$ cat config.mk
export PLATFORM = sky130hd
export DESIGN_NAME = pulse_frame_tx
export DESIGN_NICKNAME = d
export VERILOG_FILES = /design/src/rtl/pulse_tx_pkg.sv /design/src/rtl/bit_timer.sv /design/src/rtl/pulse_frame_tx.sv
export SDC_FILE = /design/constraint.sdc
export NUM_CORES = 1
export LEC_CHECK = 0
export ABC_AREA = 0
export CORE_ASPECT_RATIO = 1.4
export CORE_UTILIZATION = 54
export DETAILED_ROUTE_END_ITERATION = 8
export PLACE_DENSITY = 0.91
export SYNTH_ARGS = -nofsm -noshare
export SYNTH_HDL_FRONTEND = slang
export SYNTH_SLANG_ARGS = --single-unit
$ cat constraint.sdc
create_clock -name clk -period 2.4 [get_ports clk]
set_input_delay 0.24 -clock clk [delete_from_list [all_inputs] [get_ports clk]]
set_output_delay 0.24 -clock clk [all_outputs]
set_load 0.02 [all_outputs]
$ cat src/rtl/pulse_tx_pkg.sv
// Shared framing definitions for the pulse transmitter and the receiver-side framing logic.
package pulse_tx_pkg;

    typedef enum logic [1:0] {
        IDLE  = 2'd0,
        START = 2'd1,
        DATA  = 2'd2,
        GUARD = 2'd3
    } tx_state_t;

    localparam logic IDLE_LEVEL  = 1'b0;
    localparam logic START_LEVEL = 1'b1;

endpackage

$ cat src/rtl/bit_timer.sv
// Bit-period timer: counts 0..BIT_CYCLES-1 and ticks in the last cycle of each period.
module bit_timer #(
    parameter int BIT_CYCLES = 4
) (
    input  logic clk,
    input  logic rstn,
    input  logic en,
    input  logic clear,
    output logic tick
);

    localparam int CW = (BIT_CYCLES > 1) ? $clog2(BIT_CYCLES) : 1;
    localparam logic [CW-1:0] LAST = CW'(BIT_CYCLES - 1);

    logic [CW-1:0] cnt;

    assign tick = en && !clear && (cnt == LAST);

    // NOTE: sequential state uses non-blocking assignments so every register samples pre-edge values.
    always_ff @(posedge clk or negedge rstn) begin
        if (!rstn) begin
            cnt <= '0;
        end else if (en) begin
            if (clear || cnt == LAST) begin
                cnt <= '0;
            end else begin
                cnt <= cnt + 1'b1;
            end
        end
    end

endmodule

$ cat src/rtl/pulse_frame_tx.sv
// Framed serial pulse transmitter: start pulse, MSB data bits in the chosen order, then a low guard.
module pulse_frame_tx
    import pulse_tx_pkg::*;
#(
    parameter int MSB        = 12,
    parameter int BIT_CYCLES = 4,
    parameter int GUARD      = 2
) (
    input  logic           clk,
    input  logic           rstn,
    input  logic           en,
    input  logic           dir,
    input  logic           load_valid,
    output logic           load_ready,
    input  logic [MSB-1:0] din,
    output logic           q,
    output logic           tx_mark,
    output logic           busy,
    output logic           done
);

    localparam int BW_DATA  = $clog2(MSB + 1);
    localparam int BW_GUARD = (GUARD > 1) ? $clog2(GUARD) : 1;
    localparam int BW       = (BW_DATA > BW_GUARD) ? BW_DATA : BW_GUARD;
    localparam logic [BW-1:0] DATA_LAST  = BW'(MSB);
    localparam logic [BW-1:0] GUARD_LAST = BW'(GUARD - 1);

    tx_state_t      state;
    logic [MSB-1:0] sreg;
    logic           order;
    logic [BW-1:0]  bitcnt;
    logic           q_r;
    logic           mark_r;
    logic           done_r;
    logic           busy_r;
    logic           tick;
    logic           accept;
    logic           next_bit;
    logic [MSB-1:0] next_sreg;

    assign load_ready = rstn && en && (state == IDLE);
    assign accept     = load_valid && load_ready;

    assign next_bit  = order ? sreg[0] : sreg[MSB-1];
    assign next_sreg = order ? {1'b0, sreg[MSB-1:1]} : {sreg[MSB-2:0], 1'b0};

    // Holding the timer clear while idle puts every frame's START on counter phase 0.
    bit_timer #(.BIT_CYCLES(BIT_CYCLES)) u_timer (
        .clk   (clk),
        .rstn  (rstn),
        .en    (en),
        .clear (state == IDLE),
        .tick  (tick)
    );

    // The enum literal GUARD is shadowed by the parameter of the same name, hence the package scope.
    always_ff @(posedge clk or negedge rstn) begin
        if (!rstn) begin
            state  <= IDLE;
            sreg   <= '0;
            order  <= 1'b0;
            bitcnt <= '0;
            q_r    <= IDLE_LEVEL;
            mark_r <= 1'b0;
            done_r <= 1'b0;
            busy_r <= 1'b0;
        end else if (en) begin
            mark_r <= 1'b0;
            done_r <= 1'b0;
            case (state)
                IDLE: begin
                    if (accept) begin
                        sreg   <= din;
                        order  <= dir;
                        bitcnt <= '0;
                        q_r    <= START_LEVEL;
                        mark_r <= 1'b1;
                        busy_r <= 1'b1;
                        state  <= START;
                    end
                end
                START: begin
                    if (tick) begin
                        q_r    <= next_bit;
                        sreg   <= next_sreg;
                        bitcnt <= BW'(1);
                        state  <= DATA;
                    end
                end
                DATA: begin
                    if (tick) begin
                        if (bitcnt == DATA_LAST) begin
                            q_r    <= IDLE_LEVEL;
                            bitcnt <= '0;
                            state  <= pulse_tx_pkg::GUARD;
                        end else begin
                            q_r    <= next_bit;
                            sreg   <= next_sreg;
                            bitcnt <= bitcnt + 1'b1;
                        end
                    end
                end
                pulse_tx_pkg::GUARD: begin
                    if (tick) begin
                        if (bitcnt == GUARD_LAST) begin
                            busy_r <= 1'b0;
                            done_r <= 1'b1;
                            state  <= IDLE;
                        end else begin
                            bitcnt <= bitcnt + 1'b1;
                        end
                    end
                end
                default: state <= IDLE;
            endcase
        end
    end

    // Pulse flags hold while en is low, so gating them here defers rather than drops them.
    assign q       = q_r;
    assign busy    = busy_r;
    assign tx_mark = mark_r && en;
    assign done    = done_r && en;

endmodule

* After elaboration in Yosys (flattened, before gate mapping) *
Cells that the tools add are included.
Widths: inputs -> output; s select.

word-level totals
  output and inout bits = 5
  register bits = 25

cells by class
  eq/ne operators = 14
  muxes and demuxes = 35
  reduce and logical (&&, ||, !) cells = 18
  $add $sub $neg = 2

operators with widths
  operator             count
  $mux 12              5
  $pmux 12 s3          1
  $mux 4               6
  $ne 2x2->1 const B   8
  $pmux 4 s4           1
  $mux 2               7
  $mux 1               12
  $reduce_and 6->1     2
  $reduce_and 5->1     2
  $pmux 2 s4           1
  $logic_and 1x1->1    7
  $reduce_and 7->1     1
  $eq 2x2->1 const B   3
  $add 4x1->4 const B  1
  $eq 4x1->1 const B   1
  $eq 4x4->1 const B   1
  $pmux 1 s3           1
  $reduce_and 3->1     1
  $reduce_bool 3->1    1
  $add 2x1->2 const B  1
  $eq 2x1->1 const B   1
  $logic_not 2->1      1
  $pmux 1 s2           1
  $reduce_bool 2->1    1
  2 further kinds      2

* Logic depth before layout (Yosys ltp) *
  depth in word-level cells = 6
  gate-level depth with buffers = 7
  mapped depth without buffers = 6

* Modules after synthesis *
From an unflattened synthesis, not the netlist that was laid out.

second synthesis, totals
  cell total of the unflattened synthesis = 157
  area total of the unflattened synthesis = 1641.6 µm²

by module, submodules not included
  module          cells each  area an instance (µm²)  times used
  pulse_frame_tx  148         1532.7                  1
  bit_timer       9           108.9                   1

* Worst setup path after synthesis *
No wires, ideal clock.

  path type = reg-to-reg
  start point = register state[1]
  end point = register bitcnt[0]
  setup slack = 503 ps
  required time = 2275 ps
  data arrival time = 1772 ps
  setup time = 125 ps
  stages on the path, launching flop included = 7
  path buffers = 0
  path through = dfrtp_1 > inv_1 > ha_1 > nand2b_1 > a21oi_1 > o21a_1 > mux2_2

on the way
  longest elaborated chain between the ends = 6
  elaborated cells on any way between the ends = 16

RTL lines
  what                               line                                                              RTL
  from (decl)                        pulse_frame_tx.sv:28                                              tx_state_t state;
  from (signal assigned)             pulse_frame_tx.sv:95                                              state <= pulse_tx_pkg::GUARD;
  $logic_not 2->1                    pulse_frame_tx.sv:41, pulse_frame_tx.sv:52, pulse_frame_tx.sv:70
  $logic_not 1->1                    bit_timer.sv:17                                                   assign tick = en && !clear && (cnt == LAST);
  $logic_and 1x1->1 (2 in a row)     bit_timer.sv:17
  $ne 2x2->1 (no source line)        --
  $reduce_and 6->1 (no source line)  --
  to (signal assigned)               pulse_frame_tx.sv:99                                              bitcnt <= bitcnt + 1'b1;
  to (signal assigned)               pulse_frame_tx.sv:110                                             bitcnt <= bitcnt + 1'b1;
  to (decl)                          pulse_frame_tx.sv:31                                              logic [BW-1:0] bitcnt;

Parallel ways exist; a longest one is shown, timed or not.
A chain may end at the register's enable or synchronous reset.

* Final worst setup path *
  start point = register state[0]
  end point = output load_ready

on the way
  longest elaborated chain between the ends = 2

RTL lines
  what               line                  RTL
  $logic_not 2->1    pulse_frame_tx.sv:41  assign load_ready = rstn && en && (state == IDLE);
  $logic_and 1x1->1  pulse_frame_tx.sv:41
  to (decl)          pulse_frame_tx.sv:14  output logic load_ready,

No other way between the ends.

==> summary.txt <==
CTS H-tree lvls: 1
status: finished clean
grt ovf: 0
Die Area: 3170 um^2
Max Fclk: 434 MHz
r2r startpoint: state[0]
final WL: 2940 um
reg2reg path depth: 6
DRC Markers: 0
post-synth top area share: 0.393
max-slew violations: 0
final setup violation count: 0
wire length per cell: 14.0 um
Worst-path clk slew: 0.13 ns
synth top area cells: dfrtp_1 (39%), mux2_4 (9.4%), mux2i_1 (8.2%), ha_1 (7.1%), a21oi_1 (4.4%)
Max IR drop VDD: 0.787 mV
synthesis-to-finish area growth: 16.8%
RSZ-0062 raised after global routing: no
Power, Total: 0.00238 W
Vias: 1214
register area share after synthesis: 0.393
# fillers: 236
Worst Hold Class: in -> async
share of cells above drive strength 1: 0.132
largest net degree at the start of global routing: 28
Final Util: 0.689
Setup CP Type: reg -> out
Yosys reg bits: 25
Mapped Nets: 180
Synth Cell Area: 1590 um^2
die extent in y: 66.2 um
port bufs: 21
FP Rows: 22
Total GRT Usage: 0.214
fin crit share: 0.961
TritonCTS clock tree: yes
Final Hold Fails: 0
crit path capture: load_ready
Avg Cell Area, Syn: 10.3 um^2
clock latency on the worst-skew pair: 0.31 ns
vias per std cell: 5.78
flop-to-flop setup slack: 0.26 ns
I/O pin cnt: 22
R2R Path End: sreg[11]
Max-Cap Viols: 0
Yosys warnings: 0
Pwr Density: 1280 nW/um^2
Root Buffer: clkbuf_4
Setup TNS: 0 ns
CP Launch Type: flop
Static Leak: 0.847 nW
DRT iter0 DRCs: 17
highest cell delay on the worst timing path: 0.62 ns
Starting Density: 0.590
clk_skew: 0.00334 ns
first-pass GRT wire length: 4920 um
Relative slew margins: 0.562
crit-path max FO: 8
RD Place Congestion: 0.855
Critical Path Start: state[0]
critical path required time: 2.16 ns
vias in the first global route: 1177
DP HPWL: 2290 um
Worst-Margin Slew: 0.657 ns
DRT Pass-1 Iters: 4
clk sink count: 25
Antenna Violating Nets Remaining: 0
Yosys cell types: 38
post-CTS setup buffer count: 0
Synth area leader: dfrtp_1
Antenna Cells: 0
TritonCTS buffer count: 3
minimum clock period after layout: 2.31 ns
die width: 47.9 um
kind of end point of the critical path: output port
CP Data Arrival Time: 2.07 ns
clock tree buffer depth: 2
Syn Inst Count: 154
initial antenna violation count: 0
Nets: 201
core area: 2700 um^2
Hold Buf Count CTS: 0
CP Cell Sequence: inv_1, ha_2, and3_1, clkdlybuf4s50_1
CP max stage cell: clkdlybuf4s50_1
[how the worst min path moves through the flow]
stage | from | end | cells past startpoint
after CTS | rstn | bitcnt[3] | 2
after floorplan | rstn | bitcnt[0] | 0
final | rstn | busy | 2
after detailed placement | done_r | done_r | 1
after global routing | rstn | done_r | 2
after global placement | done_r | done_r | 1
[cell usage in the layout, fill, tap and decap left out, drive strengths merged, types with 2 or more instances in the layout]
cell type	n
dfrtp	25
clkdlybuf4s50	21
nor2	15
mux2	15
a21oi	14
mux2i	13
inv	10
ha	9
o21ai	7
nand2	6
nand3	5
nor2b	4
clkbuf	4
and3	2
nand2b	2
o21a	2
o221ai	2
a32o	2
buf	2
[per-stage QoR]
step	hold slack [ns]	area [um^2]	setup WS, ns	instances
6_report	0.336	1860	0.0940	210
5_1_grt	0.349	1860	0.000162	210
4_1_cts	0.334	1850	0.0127	210
3_5_place_dp	0.500	1820	0.0658	206
3_3_place_gp	0.474	1820	0.149	206
2_1_floorplan	-0.0556	1590	0.503	154
[worst max-delay path: cells and delay by family, from the launching register on]
family	cells	cell delay (ns)
buffers and inverters	2	0.77
flip-flops	1	0.44
adder cells (fa/ha/maj)	1	0.30
AND/OR/NAND/NOR	1	0.24
[kinds of logic (layout without fill, tap and decap cells)]
logic type / Yosys count / count (layout) / share of synthesized area
mux: 28 / 28 / 0.212
buf+inv: 17 / 37 / 0.0480
flops: 25 / 25 / 0.393
fa+ha+maj: 9 / 9 / 0.0708
simple gates: 41 / 41 / 0.132
compound gates: 34 / 34 / 0.144
[final cells by class]
class,instances,area (um^2),share of cell area
multi-input cells,112,898,0.484
flip-flops and latches,25,626,0.337
repair buffers,23,225,0.121
well taps,36,45.0,0.0242
inverters,10,37.5,0.0202
clock buffers,4,26.3,0.0141
[cell usage after synthesis]
cell       count
mux2_4        10
a41oi_1        1
a21oi_1       14
buf_6          1
and2_1         1
nand2_1        6
inv_2          1
inv_1          9
o31ai_4        1
nand4b_1       1
o211ai_1       1
dfrtp_1       25
nand2b_1       2
ha_1           9
nand3_1        4
clkbuf_1       4
buf_4          1
a32o_1         2
o2bb2ai_1      1
or3_1          1
buf_2          1
o21a_1         2
nor2_1        15
o2111ai_1      1
nor3_1         1
mux2i_1       13
o221ai_1       2
nand3_2        1
mux2_2         4
o21ai_0        7
mux2_1         1
nor3b_1        1
nand3b_1       1
nor2b_1        4
o211a_1        1
o22ai_1        1
and4b_1        1
and3_1         2
[registers in the layout, summed over array words and instances, names as in the netlist]
register,cells
order,1
bitcnt,4
done_r,1
mark_r,1
state,2
q,1
busy,1
u_timer.cnt,2
sreg,12
[repair_timing]
item | in CTS | in global routing
endpoints found under the hold margin | 0 | 0
gates resized for setup | 0 | 2
setup endpoints to repair | 0 | 12
[power breakdown]
part | switching, W | internal (W) | total (W) | leakage, nW
clock | 0.000119 | 0.0000649 | 0.000184 | 0.0150
sequential | 0.000202 | 0.000600 | 0.000803 | 0.303
combinational | 0.000667 | 0.000726 | 0.00139 | 0.530
[per-layer routing]
layer | GRT usage | up-vias | wire, um
met5 | 0 | - | 0
met4 | 0.0868 | 0 | 40
met3 | 0.0301 | 6 | 72
met2 | 0.383 | 30 | 1600
met1 | 0.238 | 590 | 1230
li1 | - | 588 | -
(Power assumes the default switching activity.)
